$ cat src/rtl/brcomp_pkg.sv
// Shared definitions for the sequential branch comparator: funct3 encodings,
// FSM state type and the branch-taken decode.
// Ports: none (package).
package brcomp_pkg;

   localparam logic [2:0] F3_BEQ  = 3'b000;
   localparam logic [2:0] F3_BNE  = 3'b001;
   localparam logic [2:0] F3_BLT  = 3'b100;
   localparam logic [2:0] F3_BGE  = 3'b101;
   localparam logic [2:0] F3_BLTU = 3'b110;
   localparam logic [2:0] F3_BGEU = 3'b111;

   typedef enum logic [1:0] {
      IDLE = 2'd0,
      CMP  = 2'd1,
      DONE = 2'd2
   } state_e;

   // Encodings 010/011 are not branches and never report taken.
   function automatic logic br_taken(input logic [2:0] f3, input logic less, input logic equal);
      logic t;
      case (f3)
         F3_BEQ:           t = equal;
         F3_BNE:           t = ~equal;
         F3_BLT, F3_BLTU:  t = less;
         F3_BGE, F3_BGEU:  t = ~less;
         default:          t = 1'b0;
      endcase
      return t;
   endfunction

endpackage

$ cat src/rtl/brcomp_seq_if.sv
// Request/result handshake bundle of the sequential branch comparator.
// Ports: valid_i/ready_o/rs1_data_i/rs2_data_i/funct3_i (request side),
//        valid_o/ready_i/br_less_o/br_equal_o/br_taken_o (result side).
interface brcomp_seq_if #(
   parameter int WIDTH = 32
);
   logic             valid_i;
   logic             ready_o;
   logic [WIDTH-1:0] rs1_data_i;
   logic [WIDTH-1:0] rs2_data_i;
   logic [2:0]       funct3_i;
   logic             valid_o;
   logic             ready_i;
   logic             br_less_o;
   logic             br_equal_o;
   logic             br_taken_o;

   // Producer/consumer side driving requests and taking results.
   modport master (
      output valid_i, rs1_data_i, rs2_data_i, funct3_i, ready_i,
      input  ready_o, valid_o, br_less_o, br_equal_o, br_taken_o
   );

   // Comparator side.
   modport slave (
      input  valid_i, rs1_data_i, rs2_data_i, funct3_i, ready_i,
      output ready_o, valid_o, br_less_o, br_equal_o, br_taken_o
   );
endinterface

$ cat src/rtl/brcomp_seq_chunk_compare.sv
// Unsigned magnitude compare of one CHUNK-bit slice.
// Latency: combinational. Backpressure: none.
// Ports: a_i, b_i (chunks) -> lt_o, eq_o, gt_o.
module chunk_compare #(
   parameter int CHUNK = 8
) (
   input  logic [CHUNK-1:0] a_i,
   input  logic [CHUNK-1:0] b_i,
   output logic             lt_o,
   output logic             eq_o,
   output logic             gt_o
);
   assign lt_o = (a_i <  b_i);
   assign eq_o = (a_i == b_i);
   assign gt_o = (a_i >  b_i);
endmodule

$ cat src/rtl/brcomp_seq.sv
// Multi-cycle RISC-V branch comparator, CHUNK bits per cycle MSB first, early exit.
// Latency: 1 + chunks examined (2..NCHUNK+1) counted from the request cycle.
// Backpressure: result held in DONE until ready_i; no request accepted outside IDLE.
// Ports: clk_i, rst_ni (async active-low), flush_i, bus (brcomp_seq_if.slave).
module brcomp_seq
   import brcomp_pkg::*;
#(
   parameter int WIDTH = 32,
   parameter int CHUNK = 8
) (
   input  logic        clk_i,
   input  logic        rst_ni,
   input  logic        flush_i,
   brcomp_seq_if.slave bus
);
   localparam int NCHUNK = WIDTH / CHUNK;
   localparam int IW     = (NCHUNK > 1) ? $clog2(NCHUNK) : 1;
   localparam logic [IW-1:0] IDX_TOP = IW'(NCHUNK - 1);

   if (WIDTH % CHUNK != 0) begin : g_chk_div
      $error("brcomp_seq: WIDTH must be a multiple of CHUNK");
   end
   if (WIDTH < 2 || CHUNK < 1 || CHUNK > WIDTH) begin : g_chk_range
      $error("brcomp_seq: WIDTH >= 2 and 1 <= CHUNK <= WIDTH required");
   end

   state_e           state_q, state_d;
   logic [WIDTH-1:0] a_q, b_q;
   logic [2:0]       f3_q;
   logic [IW-1:0]    idx_q;
   logic             less_q, equal_q, taken_q;

   logic [CHUNK-1:0] a_chunk, b_chunk;
   logic             c_lt, c_eq, c_gt;
   logic             accept, resolved, last_chunk;
   logic [WIDTH-1:0] sign_flip;

   // Inverting the sign bit of both operands turns signed order into unsigned
   // order; doing it at capture keeps the compare loop sign-agnostic.
   assign sign_flip  = {~bus.funct3_i[1], {(WIDTH-1){1'b0}}};

   assign a_chunk    = a_q[int'(idx_q)*CHUNK +: CHUNK];
   assign b_chunk    = b_q[int'(idx_q)*CHUNK +: CHUNK];
   assign last_chunk = (idx_q == '0);
   assign accept     = (state_q == IDLE) && bus.valid_i && !flush_i;
   assign resolved   = c_lt || c_gt || (c_eq && last_chunk);

   chunk_compare #(.CHUNK(CHUNK)) u_cmp (
      .a_i  (a_chunk),
      .b_i  (b_chunk),
      .lt_o (c_lt),
      .eq_o (c_eq),
      .gt_o (c_gt)
   );

   always_ff @(posedge clk_i or negedge rst_ni) begin
      if (!rst_ni) state_q <= IDLE;
      else         state_q <= state_d;
   end

   always_comb begin
      state_d     = state_q;
      bus.ready_o = 1'b0;
      bus.valid_o = 1'b0;
      case (state_q)
         IDLE: begin
            bus.ready_o = 1'b1;
            if (accept) state_d = CMP;
         end
         CMP: begin
            if (resolved) state_d = DONE;
         end
         DONE: begin
            bus.valid_o = 1'b1;
            if (bus.ready_i) state_d = IDLE;
         end
         default: state_d = IDLE;
      endcase
      if (flush_i) state_d = IDLE;
   end

   always_ff @(posedge clk_i or negedge rst_ni) begin
      if (!rst_ni) begin
         a_q     <= '0;
         b_q     <= '0;
         f3_q    <= '0;
         idx_q   <= '0;
         less_q  <= 1'b0;
         equal_q <= 1'b0;
         taken_q <= 1'b0;
      end else if (!flush_i) begin
         if (accept) begin
            a_q   <= bus.rs1_data_i ^ sign_flip;
            b_q   <= bus.rs2_data_i ^ sign_flip;
            f3_q  <= bus.funct3_i;
            idx_q <= IDX_TOP;
         end else if (state_q == CMP) begin
            if (c_lt || c_gt) begin
               less_q  <= c_lt;
               equal_q <= 1'b0;
               taken_q <= br_taken(f3_q, c_lt, 1'b0);
            end else if (last_chunk) begin
               less_q  <= 1'b0;
               equal_q <= 1'b1;
               taken_q <= br_taken(f3_q, 1'b0, 1'b1);
            end else begin
               idx_q <= idx_q - 1'b1;
            end
         end
      end
   end

   assign bus.br_less_o  = less_q;
   assign bus.br_equal_o = equal_q;
   assign bus.br_taken_o = taken_q;

endmodule

$ cat src/flat_wrapper.sv
// flat-port wrapper written by rule: the top's interface ports become plain ports
module brcomp_seq_flat import brcomp_pkg::*;
#(
   parameter int WIDTH = 32,
   parameter int CHUNK = 8
)
  (clk_i, rst_ni, flush_i, bus_valid_i, bus_rs1_data_i, bus_rs2_data_i, bus_funct3_i, bus_ready_i, bus_ready_o, bus_valid_o, bus_br_less_o, bus_br_equal_o, bus_br_taken_o);
  brcomp_seq_if #(.WIDTH(WIDTH)) bus_i ();
  input  logic clk_i;
  input  logic rst_ni;
  input  logic flush_i;
  input wire logic [$bits(bus_i.valid_i)-1:0] bus_valid_i;
  input wire logic [$bits(bus_i.rs1_data_i)-1:0] bus_rs1_data_i;
  input wire logic [$bits(bus_i.rs2_data_i)-1:0] bus_rs2_data_i;
  input wire logic [$bits(bus_i.funct3_i)-1:0] bus_funct3_i;
  input wire logic [$bits(bus_i.ready_i)-1:0] bus_ready_i;
  output wire logic [$bits(bus_i.ready_o)-1:0] bus_ready_o;
  output wire logic [$bits(bus_i.valid_o)-1:0] bus_valid_o;
  output wire logic [$bits(bus_i.br_less_o)-1:0] bus_br_less_o;
  output wire logic [$bits(bus_i.br_equal_o)-1:0] bus_br_equal_o;
  output wire logic [$bits(bus_i.br_taken_o)-1:0] bus_br_taken_o;
  assign bus_i.valid_i = bus_valid_i;
  assign bus_i.rs1_data_i = bus_rs1_data_i;
  assign bus_i.rs2_data_i = bus_rs2_data_i;
  assign bus_i.funct3_i = bus_funct3_i;
  assign bus_i.ready_i = bus_ready_i;
  assign bus_ready_o = bus_i.ready_o;
  assign bus_valid_o = bus_i.valid_o;
  assign bus_br_less_o = bus_i.br_less_o;
  assign bus_br_equal_o = bus_i.br_equal_o;
  assign bus_br_taken_o = bus_i.br_taken_o;
  brcomp_seq #(.WIDTH(WIDTH), .CHUNK(CHUNK)) u_core (.clk_i(clk_i), .rst_ni(rst_ni), .flush_i(flush_i), .bus(bus_i));
endmodule
$ cat config.mk
export PLATFORM = sky130hd
export DESIGN_NAME = brcomp_seq_flat
export DESIGN_NICKNAME = d
export VERILOG_FILES = /design/src/rtl/brcomp_pkg.sv /design/src/rtl/brcomp_seq_if.sv /design/src/rtl/brcomp_seq_chunk_compare.sv /design/src/rtl/brcomp_seq.sv /design/src/flat_wrapper.sv
export SDC_FILE = /design/constraint.sdc
export NUM_CORES = 1
export LEC_CHECK = 0
export ABC_AREA = 1
export ABC_CLOCK_PERIOD_IN_PS = 6200
export CORE_MARGIN = 3
export CORE_UTILIZATION = 55
export CTS_BUF_LIST = sky130_fd_sc_hd__clkbuf_16
export DETAILED_ROUTE_END_ITERATION = 10
export HOLD_SLACK_MARGIN = 0.08
export PLACE_DENSITY = 0.95
export SYNTH_ARGS = -nofsm -noshare
export SYNTH_HDL_FRONTEND = slang
export SYNTH_SLANG_ARGS = --single-unit
$ cat constraint.sdc
create_clock -name clk_i -period 6.2 [get_ports clk_i]
set_clock_uncertainty 0.05 [all_clocks]
set_input_delay 0.62 -clock clk_i [delete_from_list [all_inputs] [get_ports clk_i]]
set_output_delay 0.62 -clock clk_i [all_outputs]
set_load 0.005 [all_outputs]
* Word-level counts from Yosys, hierarchy flattened *
Index checks and enable logic that the tools add are counted.

storage, ports and cells
  output and inout port bits = 5
  bits in registers = 74
  bits of input ports = 72
  word-level logic and storage cells = 69

operators by class
  add/subtract/negate cells = 1
  bitwise operators = 6
  shifts and indexed selects = 2
  magnitude comparators = 2
  muxes and demuxes = 19
  equality and inequality tests = 13
  reduce and logical (&&, ||, !) cells = 18

operators by type and width
  cell                  count
  $shiftx A32 B6 Y8     2
  $xor A32 B32 Y32      2
  $mux W2               8
  $eq A3 B3 Y1 const B  4
  $mux W1               9
  $eq A8 B8 Y1          1
  $gt A8 B8 Y1          1
  $lt A8 B8 Y1          1
  $reduce_and A4 Y1     2
  $ne A3 B2 Y1 const B  2
  $pmux W2 S3           1
  $logic_not A2 Y1      2
  $ne A2 B1 Y1 const B  2
  $not A1 Y1            4
  $reduce_bool A2 Y1    2
  $reduce_or A2 Y1      2
  $eq A3 B1 Y1 const B  1
  $logic_and A1 B1 Y1   3
  $logic_not A3 Y1      1
  $ne A3 B3 Y1 const B  1
  $pmux W1 S3           1
  $reduce_and A3 Y1     1
  $reduce_or A3 Y1      1
  $eq A2 B1 Y1 const B  1
  5 further kinds       6

* Depth between registers and ports, before layout *
  depth after elaboration = 7
  depth in mapped cells = 19
  mapped depth without buffers = 17

* Hierarchy *
A second synthesis with hierarchy kept.

second synthesis, totals
  cells, all modules = 477
  area, all modules = 3637.2 µm²

by module, submodules not included
  module         times used  sequential area each (µm²)  cells an instance  area an instance (µm²)
  brcomp_seq     1           1851.8                      439                3393.3
  chunk_compare  1           0.0                         38                 244.0

* Worst setup path before layout *
OpenSTA, ideal clock, no wires.

  path type = register to register
  start point = register u_core.idx_q[0]
  end point = register u_core.taken_q (netlist: u_core.bus.br_taken_o)
  clock period less this slack = 2251 ps
  library setup time = 116 ps
  stages on the path, launching flop included = 16
  data required time = 6034 ps
  setup slack = 3949 ps
  buffers on the path = 2
  data arrival time = 2085 ps
  cells stage by stage = dfrtp_1 -> buf_2 -> inv_2 -> clkbuf_1 -> nand2_1 -> a32o_1 -> ha_1 -> nand2_1 -> inv_1 -> nand3_1 -> nor3_2 -> nand2_2 -> o21ai_4 -> inv_2 -> nand2_1 -> nand2_1

between the ends
  word-level cells in the longest chain between the ends = 5
  elaborated cells between the ends (all ways) = 11
  classes of those cells = order compare (2); shift (2); mux (2); bitwise (1); reduce/logical (4)

RTL lines
  what                                               line                                                            source
  from (decl)                                        brcomp_seq.sv:30                                                logic [IW-1:0] idx_q;
  from (signal assigned)                             brcomp_seq.sv:107                                               idx_q <= idx_q - 1'b1;
  $shiftx A32 B6 Y8 (on tied branches)               brcomp_seq.sv:42, brcomp_seq.sv:43
  $lt A8 B8 Y1 or $gt A8 B8 Y1 (tied branches)       brcomp_seq_chunk_compare.sv:13, brcomp_seq_chunk_compare.sv:15
  $not A1 Y1 or $logic_or A1 B1 Y1 (tied branches)   brcomp_pkg.sv:26, brcomp_seq.sv:98
  $pmux W1 S3 or $reduce_bool A2 Y1 (tied branches)  -
  $mux W1 or $reduce_and A4 Y1 (tied branches)       -
  to (signal assigned)                               brcomp_seq.sv:101                                               taken_q <= br_taken(f3_q, c_lt, 1'b0);
  to (signal assigned)                               brcomp_seq.sv:105                                               taken_q <= br_taken(f3_q, 1'b0, 1'b1);
  to (decl)                                          brcomp_seq.sv:31                                                logic less_q, equal_q, taken_q;

Parallel ways exist; a longest one is shown, timed or not.
A chain may end at the register's enable or synchronous reset.

* Final worst setup path *
  start point = register u_core.idx_q[0]
  end point = register u_core.idx_q[1]

between the ends
  word-level cells in the longest chain between the ends = 5
  elaborated cells between the ends (all ways) = 14
  classes of those cells = add/sub (1); order compare (2); eq/ne (2); shift (2); mux (4); reduce/logical (3)

RTL lines
  what                                                           line                            source
  $shiftx A32 B6 Y8, or another cell as far along                brcomp_seq.sv:42                assign a_chunk = a_q[int'(idx_q)*CHUNK +: CHUNK];
  $lt A8 B8 Y1, or another cell as far along                     brcomp_seq_chunk_compare.sv:13  assign lt_o = (a_i < b_i);
  $logic_or A1 B1 Y1 or $mux W2 (tied branches)                  brcomp_seq.sv:98                if (c_lt || c_gt) begin
  $ne A2 B1 Y1 (no source line) or $mux W2 (tied branches)       -
  $reduce_and A4 Y1 (no source line) or $mux W2 (tied branches)  -

Parallel ways exist; a longest one is shown, timed or not. The select of a mux whose other input is x is not followed.

==> summary.md <==
| Metric | Value |
|---|---|
| Status | completed |
| Hold Vio Cnt, Final | 0 |
| # diodes | 0 |
| Lkg Pwr | 2.30 nW |
| Crit start category | register |
| Final core occ | 74.6% |
| Mapped Cells | 454 |
| Share of post-route cells with drive strength above 1 | 5.94% |
| Number of gates resized after cts | 0 |
| ANT nets after route | 0 |
| CTS sink count | 74 |
| Worst setup path end | u_core.idx_q[1] |
| FF-to-FF Start | u_core.idx_q[0] |
| Setup-failing EPs final | 0 |
| Crit path max fanout | 34 |
| Setup TNS | 0 ps |
| Final Worst Setup Slack | 2840 ps |
| IO buf count | 76 |
| Post-Syn Area | 3590 um2 |
| Final cell count without fillers | 597 |
| Vert. Die Dim | 86.8 um |
| Max-slew headroom | 34.6% |
| Grt ovf | 0 |
| Routability cong. | 0.886 |
| Placed insts | 583 |
| Fin crit share | 54.2% |
| Least-Margin Pin Slew | 981 ps |
| Yosys warns | 0 |
| Syn_area_per_cell | 7.90 um2 |
| Max Cap Viol | 0 |
| Cts bufs inserted | 9 |
| # DRC | 0 |
| CP peak stage delay | 980 ps |
| WL final | 8.68 mm |
| Initial drt markers | 226 |
| Count of unique library cells instantiated by Yosys | 27 |
| Max clock buf depth | 2 |
| Clk_lat worst skew | 330 ps |
| CP Capture Type | register |
| Initial antenna violation count | 0 |
| Worst path cell trace | inv_2 > o21ai_0 > o22ai_1 > ha_1 > nand2_1 > inv_1 > nand3_1 > nor3_2 > nand2_2 > nor2_1 > nand2_1 > nand2_1 > nand3_1 |
| Worst R2R Path Depth | 13 |
| Post-CTS Setup Bufs | 0 |
| Final HPWL DP | 5.96 mm |
| Seq/Total Area, Yosys | 51.6% |
| Layout area overhead | 27.5% |
| Worst hold slack | 435 ps |
| CP startpoint | u_core.idx_q[0] |
| Post-synth net total | 535 |
| Clock transition at path regs | 50 ps |
| Via count | 3226 |
| Worst R2R End | u_core.idx_q[1] |
| VDD IR-drop max | 0.228 mV |
| Critical path's top delay family | flip-flops |
| Vias in the first global route | 3171 |
| Die Area | 7530 um2 |
| Tmin final | 3360 ps |
| Drt pass-1 iters | 5 |
| Largest net degree at the start of global routing | 75 |
| Arr. time, crit path | 3470 ps |
| R2R setup slack | 2840 ps |
| DR vias/cell | 5.40 |
| Rows | 28 |
| Placed cell areas | 4320 um2 |
| Cell depth of the worst setup path | 13 |
| TritonCTS clock tree | done |
| Final Total Pwr | 1.39 mW |
| CP Buf/Inv Count | 2 |
| Pre-CTS setup slack | 2970 ps |
| Kind of critical path | register to register |
| PwrDens | 303 nW/um2 |
| Initial Util | 58.5% |
| Global-route wire length before repair | 14.2 mm |
| Pins Over Slew Limit | 0 |
| Fmax achieved | 298 MHz |
| All-Layer GR Usage | 24.5% |
| CORE AREA | 6130 um2 |
| Final instance area | 4570 um2 |
| # IOs | 77 |
| Final nets | 600 |
| Hold path cells | 2 |
| Root Buffer | clkbuf_16 |
| RSZ-0062 raised after global routing | false |
| Count of hold-fix buffers inserted at cts | 0 |
| CP max stage cell | dfrtp_1 |
| Worst Hold Class | register to register |
| H-tree depth | 3 |
| Crit path top cell by count | nand2_1 |
| CP Data Required Time | 6310 ps |
| DR WL/cell | 14.5 um |
| Die Span X | 86.8 um |
| Flops & latches, synth | 74 |
[report_power, final]
group	internal, mW	leakage, nW	switching, mW	total [mW]
combinational	0.149	1.25	0.158	0.306
sequential	0.572	0.915	0.0638	0.636
clock	0.262	0.133	0.181	0.443
[layout make-up]
class                           count  area [um2]
Fill cell                         451        1560
Clock buffer                        9         225
Multi-Input combinational cell    340        1550
Sequential cell                    74        1850
Timing Repair Buffer               78         771
Tap cell                           75        93.8
Clock inverter                      5        26.3
Inverter                           16        60.1
[cells in the final DEF, fill, tap and decap left out, types with 9 or more instances in the layout]
| cell type | n |
|---|---|
| ha_1 | 9 |
| a21oi_1 | 10 |
| dfrtp_1 | 74 |
| nor2_1 | 19 |
| clkbuf_16 | 9 |
| clkdlybuf4s50_1 | 75 |
| inv_1 | 14 |
| o21ai_0 | 23 |
| nand2_1 | 239 |
[synthesized netlist by cell type]
library cell    n  share of area [%]
nand2_1       239                 25
dfrtp_1        74                 52
nand3_1         6               0.84
inv_2           4               0.42
buf_6           3               0.94
o22ai_1         8                1.4
a32o_1          8                2.2
nand2_2         4               0.70
a21oi_1        10                1.4
buf_4           1               0.21
nand4_1         1               0.17
o21ai_1         1               0.14
o21ai_0        23                3.2
xor2_1          2               0.49
buf_2           9                1.3
nand3_2         1               0.28
ha_1            9                3.1
a21o_1          1               0.21
clkbuf_2        1               0.14
nor2_2          3               0.52
clkbuf_1       10                1.0
a21oi_2         1               0.24
nor3_2          2               0.56
nor2_1         19                2.0
inv_1          12                1.3
nor3_1          1               0.14
o21ai_4         1               0.45
[worst min-delay path by stage]
stage	start	endpoint
6_report	u_core.b_q[10]	u_core.b_q[10]
5_1_grt	u_core.b_q[10]	u_core.b_q[10]
2_1_floorplan	rst_ni	u_core.a_q[0]
3_3_place_gp	u_core.a_q[14]	u_core.a_q[14]
3_5_place_dp	u_core.b_q[8]	u_core.b_q[8]
4_1_cts	u_core.b_q[8]	u_core.b_q[8]
[registers in the layout, indices dropped and copies added (netlist names)]
name and cells:
u_core.state_q 2, u_core.f3_q 3, u_core.bus.br_equal_o 1, u_core.b_q 32
u_core.bus.br_less_o 1, u_core.idx_q 2, u_core.a_q 32, u_core.bus.br_taken_o 1
[cells by family after synthesis]
kind of cell               after synthesis  synth area share, %
AOI/OAI and AO/OA                       53                 9.28
xor gates and xnor gates                 2                0.488
adders and majority gates                9                 3.14
buffers and inverters                   40                 5.27
DFF                                     74                 51.6
and+or+nand+nor                        276                 30.2
[metal layers]
metal	GRT usage [%]	vias to the layer above	routed length (um)
met5	0	-	0
met1	30.7	1483	3530
met2	40.5	153	4260
li1	-	1568	-
met3	6.27	22	682
met4	9.63	0	209
[worst reg2reg max path, cell delays in order, from the launching register on]
cell	delay [ps]
dfrtp_1	980
inv_2	500
o21ai_0	330
o22ai_1	120
ha_1	290
nand2_1	50
inv_1	70
nand3_1	80
nor3_2	180
nand2_2	140
nor2_1	120
nand2_1	90
nand2_1	100
nand3_1	100
Note: power is estimated with default switching activity, not from simulation.
